### src/rtl/elevator_call_scheduler.sv
// SCAN call scheduler for a four-floor elevator: latches call pulses, selects the next
// target floor, holds it through travel and dwell, and flags trips that never arrive.
module elevator_call_scheduler #(
    parameter int DWELL_CYCLES   = 4,
    parameter int TIMEOUT_CYCLES = 80
) (
    input  logic       i_clock,
    input  logic       i_reset,
    input  logic [3:0] i_calls,
    input  logic [1:0] i_current_floor,
    output logic [1:0] o_target_floor,
    output logic [3:0] o_pending,
    output logic       o_dir,
    output logic       o_busy,
    output logic       o_arrived,
    output logic       o_fault
);

    localparam int TRAVEL_W = $clog2(TIMEOUT_CYCLES);
    localparam int DWELL_W  = $clog2(DWELL_CYCLES + 1);

    localparam logic [TRAVEL_W-1:0] TRAVEL_LAST = TRAVEL_W'(TIMEOUT_CYCLES - 1);
    localparam logic [DWELL_W-1:0]  DWELL_LAST  = DWELL_W'(DWELL_CYCLES - 1);

    localparam logic [1:0] ST_IDLE   = 2'd0;
    localparam logic [1:0] ST_SELECT = 2'd1;
    localparam logic [1:0] ST_TRAVEL = 2'd2;
    localparam logic [1:0] ST_DWELL  = 2'd3;

    // Floors at or above the given floor.
    function automatic logic [3:0] ge_mask(input logic [1:0] floor);
        logic [3:0] m;
        case (floor)
            2'd0:    m = 4'b1111;
            2'd1:    m = 4'b1110;
            2'd2:    m = 4'b1100;
            2'd3:    m = 4'b1000;
            default: m = 4'b0000;
        endcase
        return m;
    endfunction

    // Floors at or below the given floor.
    function automatic logic [3:0] le_mask(input logic [1:0] floor);
        logic [3:0] m;
        case (floor)
            2'd0:    m = 4'b0001;
            2'd1:    m = 4'b0011;
            2'd2:    m = 4'b0111;
            2'd3:    m = 4'b1111;
            default: m = 4'b0000;
        endcase
        return m;
    endfunction

    function automatic logic [1:0] lowest_floor(input logic [3:0] set);
        logic [1:0] f;
        if (set[0])      f = 2'd0;
        else if (set[1]) f = 2'd1;
        else if (set[2]) f = 2'd2;
        else             f = 2'd3;
        return f;
    endfunction

    function automatic logic [1:0] highest_floor(input logic [3:0] set);
        logic [1:0] f;
        if (set[3])      f = 2'd3;
        else if (set[2]) f = 2'd2;
        else if (set[1]) f = 2'd1;
        else             f = 2'd0;
        return f;
    endfunction

    function automatic logic [3:0] floor_onehot(input logic [1:0] floor);
        logic [3:0] m;
        case (floor)
            2'd0:    m = 4'b0001;
            2'd1:    m = 4'b0010;
            2'd2:    m = 4'b0100;
            2'd3:    m = 4'b1000;
            default: m = 4'b0000;
        endcase
        return m;
    endfunction

    logic [1:0]          state_r;
    logic [3:0]          pending_r;
    logic [1:0]          target_r;
    logic                dir_r;
    logic                busy_r;
    logic                arrived_r;
    logic                fault_r;
    logic [TRAVEL_W-1:0] travel_cnt_r;
    logic [DWELL_W-1:0]  dwell_cnt_r;

    logic [3:0]          up_set_s;
    logic [3:0]          down_set_s;
    logic [1:0]          sel_target_s;
    logic                sel_dir_s;

    logic [1:0]          state_s;
    logic [3:0]          pending_s;
    logic [3:0]          clear_mask_s;
    logic [1:0]          target_s;
    logic                dir_s;
    logic                arrived_s;
    logic                fault_s;
    logic [TRAVEL_W-1:0] travel_cnt_s;
    logic [DWELL_W-1:0]  dwell_cnt_s;

    // SCAN choice: keep sweeping while calls remain ahead, otherwise reverse.
    always_comb begin
        up_set_s     = pending_r & ge_mask(i_current_floor);
        down_set_s   = pending_r & le_mask(i_current_floor);
        sel_target_s = target_r;
        sel_dir_s    = dir_r;
        if (!dir_r) begin
            if (up_set_s != 4'b0000) begin
                sel_target_s = lowest_floor(up_set_s);
                sel_dir_s    = 1'b0;
            end else begin
                sel_target_s = highest_floor(pending_r & ~ge_mask(i_current_floor));
                sel_dir_s    = 1'b1;
            end
        end else begin
            if (down_set_s != 4'b0000) begin
                sel_target_s = highest_floor(down_set_s);
                sel_dir_s    = 1'b1;
            end else begin
                sel_target_s = lowest_floor(pending_r & ~le_mask(i_current_floor));
                sel_dir_s    = 1'b0;
            end
        end
    end

    // Next-state, counters and retire mask for the call being served.
    always_comb begin
        state_s      = state_r;
        clear_mask_s = 4'b0000;
        target_s     = target_r;
        dir_s        = dir_r;
        arrived_s    = 1'b0;
        fault_s      = fault_r;
        travel_cnt_s = travel_cnt_r;
        dwell_cnt_s  = dwell_cnt_r;
        case (state_r)
            ST_IDLE: begin
                if (pending_r != 4'b0000) begin
                    state_s = ST_SELECT;
                end else begin
                    state_s = ST_IDLE;
                end
            end
            ST_SELECT: begin
                target_s     = sel_target_s;
                dir_s        = sel_dir_s;
                travel_cnt_s = {TRAVEL_W{1'b0}};
                state_s      = ST_TRAVEL;
            end
            ST_TRAVEL: begin
                if (i_current_floor == target_r) begin
                    state_s     = ST_DWELL;
                    arrived_s   = 1'b1;
                    dwell_cnt_s = {DWELL_W{1'b0}};
                end else if (travel_cnt_r == TRAVEL_LAST) begin
                    state_s      = ST_IDLE;
                    fault_s      = 1'b1;
                    clear_mask_s = floor_onehot(target_r);
                    travel_cnt_s = {TRAVEL_W{1'b0}};
                end else begin
                    travel_cnt_s = travel_cnt_r + {{(TRAVEL_W-1){1'b0}}, 1'b1};
                end
            end
            ST_DWELL: begin
                if (dwell_cnt_r == DWELL_LAST) begin
                    state_s      = ST_IDLE;
                    clear_mask_s = floor_onehot(target_r);
                    dwell_cnt_s  = {DWELL_W{1'b0}};
                end else begin
                    dwell_cnt_s = dwell_cnt_r + {{(DWELL_W-1){1'b0}}, 1'b1};
                end
            end
            default: begin
                state_s = ST_IDLE;
            end
        endcase
        // Clear wins over a same-edge call for the retiring floor.
        pending_s = (pending_r | i_calls) & ~clear_mask_s;
    end

    // State and output registers; reset discards any calls sampled on the same edge.
    always_ff @(posedge i_clock) begin
        if (i_reset) begin
            state_r      <= ST_IDLE;
            pending_r    <= 4'b0000;
            target_r     <= 2'd0;
            dir_r        <= 1'b0;
            busy_r       <= 1'b0;
            arrived_r    <= 1'b0;
            fault_r      <= 1'b0;
            travel_cnt_r <= {TRAVEL_W{1'b0}};
            dwell_cnt_r  <= {DWELL_W{1'b0}};
        end else begin
            state_r      <= state_s;
            pending_r    <= pending_s;
            target_r     <= target_s;
            dir_r        <= dir_s;
            busy_r       <= (state_s != ST_IDLE);
            arrived_r    <= arrived_s;
            fault_r      <= fault_s;
            travel_cnt_r <= travel_cnt_s;
            dwell_cnt_r  <= dwell_cnt_s;
        end
    end

    assign o_target_floor = target_r;
    assign o_pending      = pending_r;
    assign o_dir          = dir_r;
    assign o_busy         = busy_r;
    assign o_arrived      = arrived_r;
    assign o_fault        = fault_r;

endmodule

### config.mk
export PLATFORM = sky130hd
export DESIGN_NAME = elevator_call_scheduler
export DESIGN_NICKNAME = d
export VERILOG_FILES = /design/src/rtl/elevator_call_scheduler.sv
export SDC_FILE = /design/constraint.sdc
export NUM_CORES = 1
export LEC_CHECK = 0
export ABC_AREA = 1
export CAP_MARGIN = 20
export CORE_ASPECT_RATIO = 0.9
export CORE_MARGIN = 8
export CORE_UTILIZATION = 53
export DETAILED_ROUTE_END_ITERATION = 8
export GPL_TIMING_DRIVEN = 0
export PLACE_DENSITY = 0.9
export SYNTH_ARGS = -nofsm -noshare
export SYNTH_HDL_FRONTEND = slang
export SYNTH_SLANG_ARGS = --single-unit
### constraint.sdc
create_clock -name i_clock -period 1.55 [get_ports i_clock]
set_input_delay 0.31 -clock i_clock [delete_from_list [all_inputs] [get_ports i_clock]]
set_output_delay 0.31 -clock i_clock [all_outputs]
set_load 0.02 [all_outputs]
; Yosys cells after proc, flatten, opt, wreduce, memory -nomap -nowiden
; Index checks and enable logic that the tools add are counted.
[word_totals]
mem_count = 0
romBits = 0
word_cells = 90
ram_bits = 0
in_bits = 8
latchBits = 0
ff_bits = 22
[op_classes]
div_mod_pow = 0
mul = 0
n_bitwise = 11
shifts = 0
reduce_logical = 13
n_mux = 41
eq_ne = 14
add_sub_neg = 2
order_cmp = 0
[op_table]
columns = operator, count
row1 = 4-bit case mux with 4 select lines, 3
row2 = 2-bit 2-to-1 mux, 14
row3 = 4-bit 2-to-1 mux, 5
row4 = 4-bit AND, 4
row5 = 7-bit 2-to-1 mux, 2
row6 = 7-bit case mux with 2 select lines, 1
row7 = 2-bit equality test (second input constant), 6
row8 = 3-bit 2-to-1 mux, 4
row9 = 4-bit nonzero test, 3
row10 = 1-bit 2-to-1 mux, 9
row11 = 4-bit inverter, 2
row12 = 2-bit case mux with 4 select lines, 1
row13 = 4-bit case mux with 2 select lines, 1
row14 = 7-bit by 1-bit adder with 7-bit output (second input constant), 1
row15 = 7-bit equality test (second input constant), 1
row16 = 2-bit by 1-bit equality test with 1-bit output (second input constant), 3
row17 = 2-bit logical NOT, 3
row18 = 3-bit case mux with 2 select lines, 1
row19 = 2-bit nonzero test, 3
row20 = 2-bit != test (second input constant), 2
row21 = 4-bit bitwise OR, 1
row22 = 2-bit AND reduction, 2
row23 = 3-bit by 1-bit adder with 3-bit output (second input constant), 1
row24 = 3-bit AND, 1
row25 = 6 further kinds, 7

; Longest topological paths before layout
[depth]
word_depth = 13
depth_mapped = 8
depth_no_buf = 8

; Worst setup path before layout
; No wires, ideal clock.
[synth_timing]
kind = reg-to-reg
startpoint = register travel_cnt_r[0]
endpoint = register pending_r[0] (netlist: o_pending[0])
arrival_ns = 1.157
slack_ns = 0.273
setup_ns = 0.120
path_stages_with_launch = 7
synth_period_minus_slack_ns = 1.277
n_path_buf = 0
cell_sequence = dfxtp_1 > ha_1 > nand3_1 > nor2_4 > nand3_1 > nand2_1 > a21oi_1
[synth_between]
elab_chain_len = 6
[synth_lines]
columns = item, line_no
row1 = "start, declared", 93  ; logic [TRAVEL_W-1:0] travel_cnt_r;
row2 = "start signal, assigned", 201  ; travel_cnt_r <= {TRAVEL_W{1'b0}};
row3 = "start signal, assigned", 211  ; travel_cnt_r <= travel_cnt_s;
row4 = 7-bit equality test, 165  ; end else if (travel_cnt_r == TRAVEL_LAST) begin
row5 = 4-bit 2-to-1 mux, 165
row6 = 4-bit 2-to-1 mux, 161  ; if (i_current_floor == target_r) begin
row7 = 4-bit case mux with 2 select lines, 146  ; case (state_r)
row8 = 4-bit inverter, 188  ; pending_s = (pending_r | i_calls) & ~clear_mask_s;
row9 = 4-bit AND, 188
row10 = "end signal, assigned", 205  ; pending_r <= pending_s;
row11 = "end, declared", 87  ; logic [3:0] pending_r;
; Every way passes these cells.
; A chain may end at the register's enable or synchronous reset.

; Final worst setup path
[layout_timing]
startpoint = register target_r[0] (netlist: o_target_floor[0])
endpoint = output port o_target_floor[0]
[layout_rtl]
columns = item, line_no
row1 = "start, declared", 88  ; logic [1:0] target_r;
row2 = "start signal, assigned", 206  ; target_r <= target_s;
row3 = "end, declared", 11  ; output logic [1:0] o_target_floor,
; No word-level cell between the ends.

==> qor.yml <==
r2r_slack_ns: 0.09
finalPower_w: 0.00167
drt_first_pass_iters: 4
worstHoldStart: "i_reset"
path_cells: "dlygate4sd2_1"
fill_cells: 184
place.gp.congestion: 0.822
crit_path_end_kind: "output port"
post_drt_wl_per_cell_um: 12.5
grt_overflow: 0
hold_buffers: 0
clockBufferDepth: 2
slowest_delay_ns: 0.47
yosysUniqueCellTypes: 25
cp.required_ns: 1.24
worst_slew_pin_slew_ns: 0.274
synth.area.mux_share_pct: 0
htree_levels: 1
finalWirelength_um: 2810
synth_top_cell_by_area: "dfxtp_1"
r2r_start: "travel_cnt_r[1]"
drtAntennaViolNets: 0
min_period_ns: 1.48
cp_top_family: "flip-flops"
ys_ff_latch: 22
grt_antenna_before_repair: 0
fmax_mhz: 675
drc_errors: 0
p_leak_nw: 0.652
final_util_pct: 67.3
synthSimpleGateAreaFrac_pct: 36.9
crit_buf_inv: 1
yosys_warnings: 0
fp.dieArea_mm2: 0.00411
synth_top_family_by_area: "simple AND/OR/NAND/NOR gates"
final.period_utilization_pct: 95.6
finalSetupViolations: 0
layout.nets: 208
die_y_um: 61.6
clock-root-buffer: "clkbuf_4"
core_area_mm2: 0.00218
r2r-end: "o_pending[3]"
relSlewSlack_pct: 81.7
arrival_ns: 1.17
skew_ns: 0.00578
final_max_slew_viol_count: 0
maxCapViolCount: 0
clock_sinks: 22
grt_max_degree: 14
grt_pass1_vias: 1091
layout_common_cells: "nand2_1, nand3_1, dfxtp_1"
finalSetupTns_ns: 0
start_util_pct: 56.2
ios: 18
area_growth_pct: 19.8
ir_worst_vdd_v: 0.00120
worstSetupPathType: "flop to output port"
clk_latency_ns: 0.32
syn-instance-count: 176
drive_gt1_share_pct: 13.7
antenna_cells: 0
portBuffers: 16
min_path_cells: 2
synth-compound-area-share_pct: 16.2
synthAdderAreaFrac_pct: 2.04
ys_top_cells_by_area: "dfxtp_1, nand2_1, nand3_1"
syn-num-nets: 186
via_per_inst: 5.40
clk_pin_slew_ns: 0.13
cp_slowest_cell: "dfxtp_1"
power_density_mw_per_mm2: 1140
synth_top_area_share_pct: 35.9
cts-buffers-inserted: 3
grt_pass1_wl_um: 4710
yosys.area_share.xor_xnor_pct: 0
startpoint_type: "flop"
die_w_um: 66.7
syn_avg_cell_area_um2: 6.97
yosysSeqAreaShare_pct: 35.9
drtIter0Drc: 76
cts_tree: "built"
vias: 1209
hpwl_um: 2210
synth_area_mm2: 0.00123
cp_max_fo: 6
status: "finished, final reports clean"
finalHoldViolations: 0
reg2reg_depth: 6
mostFrequentLayoutCell: "nand2_1"
hold_end: "travel_cnt_r[6]"
placementRows: 16
hold_path_class: "primary input to flop"
grt_usage_pct: 14.4
==> kinds of logic after synthesis <==
logic type,Yosys count
AND/OR/NAND/NOR,89
buffers and inverters,28
AO/OA/AOI/OAI,35
flip-flops,22
adder cells (fa/ha/maj),2
==> synthesized netlist by cell type (all sizes together) <==
cell type and instances:
o21bai 1, inv 25, a21oi 17, or2 1, buf 3, ha 2
and2 1, dfxtp 22, nand4 3, nand2 46, o2111ai 1, o21a 1
o21ai 15, nor3 4, nor2 12, nand3 22
==> where the power goes <==
| group | switching, W | leakage (nW) | internal, W | total (W) |
|---|---|---|---|---|
| Clock | 0.000183 | 0.0279 | 0.000262 | 0.000444 |
| Combinational | 0.000343 | 0.444 | 0.000183 | 0.000525 |
| Sequential | 0.0000744 | 0.180 | 0.000630 | 0.000704 |
| Total | 0.000600 | 0.652 | 0.00107 | 0.00167 |
==> worst max path at each step <==
stage,from,end,slack [ns],cells after the start
final,o_target_floor[0],o_target_floor[0],0.07,1
after detailed placement,i_current_floor[1],o_pending[3],-0.14,8
after global routing,travel_cnt_r[1],o_pending[2],-0.009,6
after floorplan,travel_cnt_r[0],o_pending[0],0.27,6
after CTS,travel_cnt_r[0],o_pending[3],0.05,6
after global placement,i_current_floor[1],o_pending[1],-0.13,8
==> cell type report <==
type / instances / area [µm²] / share of cell area [%]
well taps: 27 / 33.8 / 2.30
inverters: 25 / 93.8 / 6.39
multi-input cells: 126 / 677 / 46.1
flip-flops and latches: 22 / 442 / 30.1
clock buffers: 3 / 22.5 / 1.53
clock inverters: 1 / 30.0 / 2.04
plain buffers: 3 / 15.0 / 1.02
repair buffers: 17 / 155 / 10.6
==> layer usage <==
layer  global-route usage [%]  wire length [µm]
met1                     16.5              1190
met2                     25.6              1430
met3                     5.27               175
met4                     2.13                16
met5                        0                 0
==> stage by stage <==
stage	instance area (µm²)	hold WS, ns	setup slack [ns]	cells
6_report	1470	0.276	0.0689	224
5_1_grt	1470	0.273	-0.00864	224
4_1_cts	1460	0.273	0.0485	223
3_5_place_dp	1420	0.444	-0.139	219
3_3_place_gp	1420	0.441	-0.129	219
2_1_floorplan	1230	0.443	0.273	176
==> repair_timing <==
| action | in CTS | in global routing |
|---|---|---|
| pin swaps | 0 | 1 |
| setup endpoints to repair | 10 | 4 |
| setup buffers | 0 | 1 |
| resized for setup | 10 | 1 |
==> sequential cells by signal, indices dropped and copies added (netlist names) <==
| signal | count |
|---|---|
| dwell_cnt_r | 3 |
| o_pending | 4 |
| o_fault | 1 |
| o_dir | 1 |
| o_target_floor | 2 |
| state_r | 2 |
| o_arrived | 1 |
| travel_cnt_r | 7 |
| o_busy | 1 |
Power figures use the tool's default switching activity.
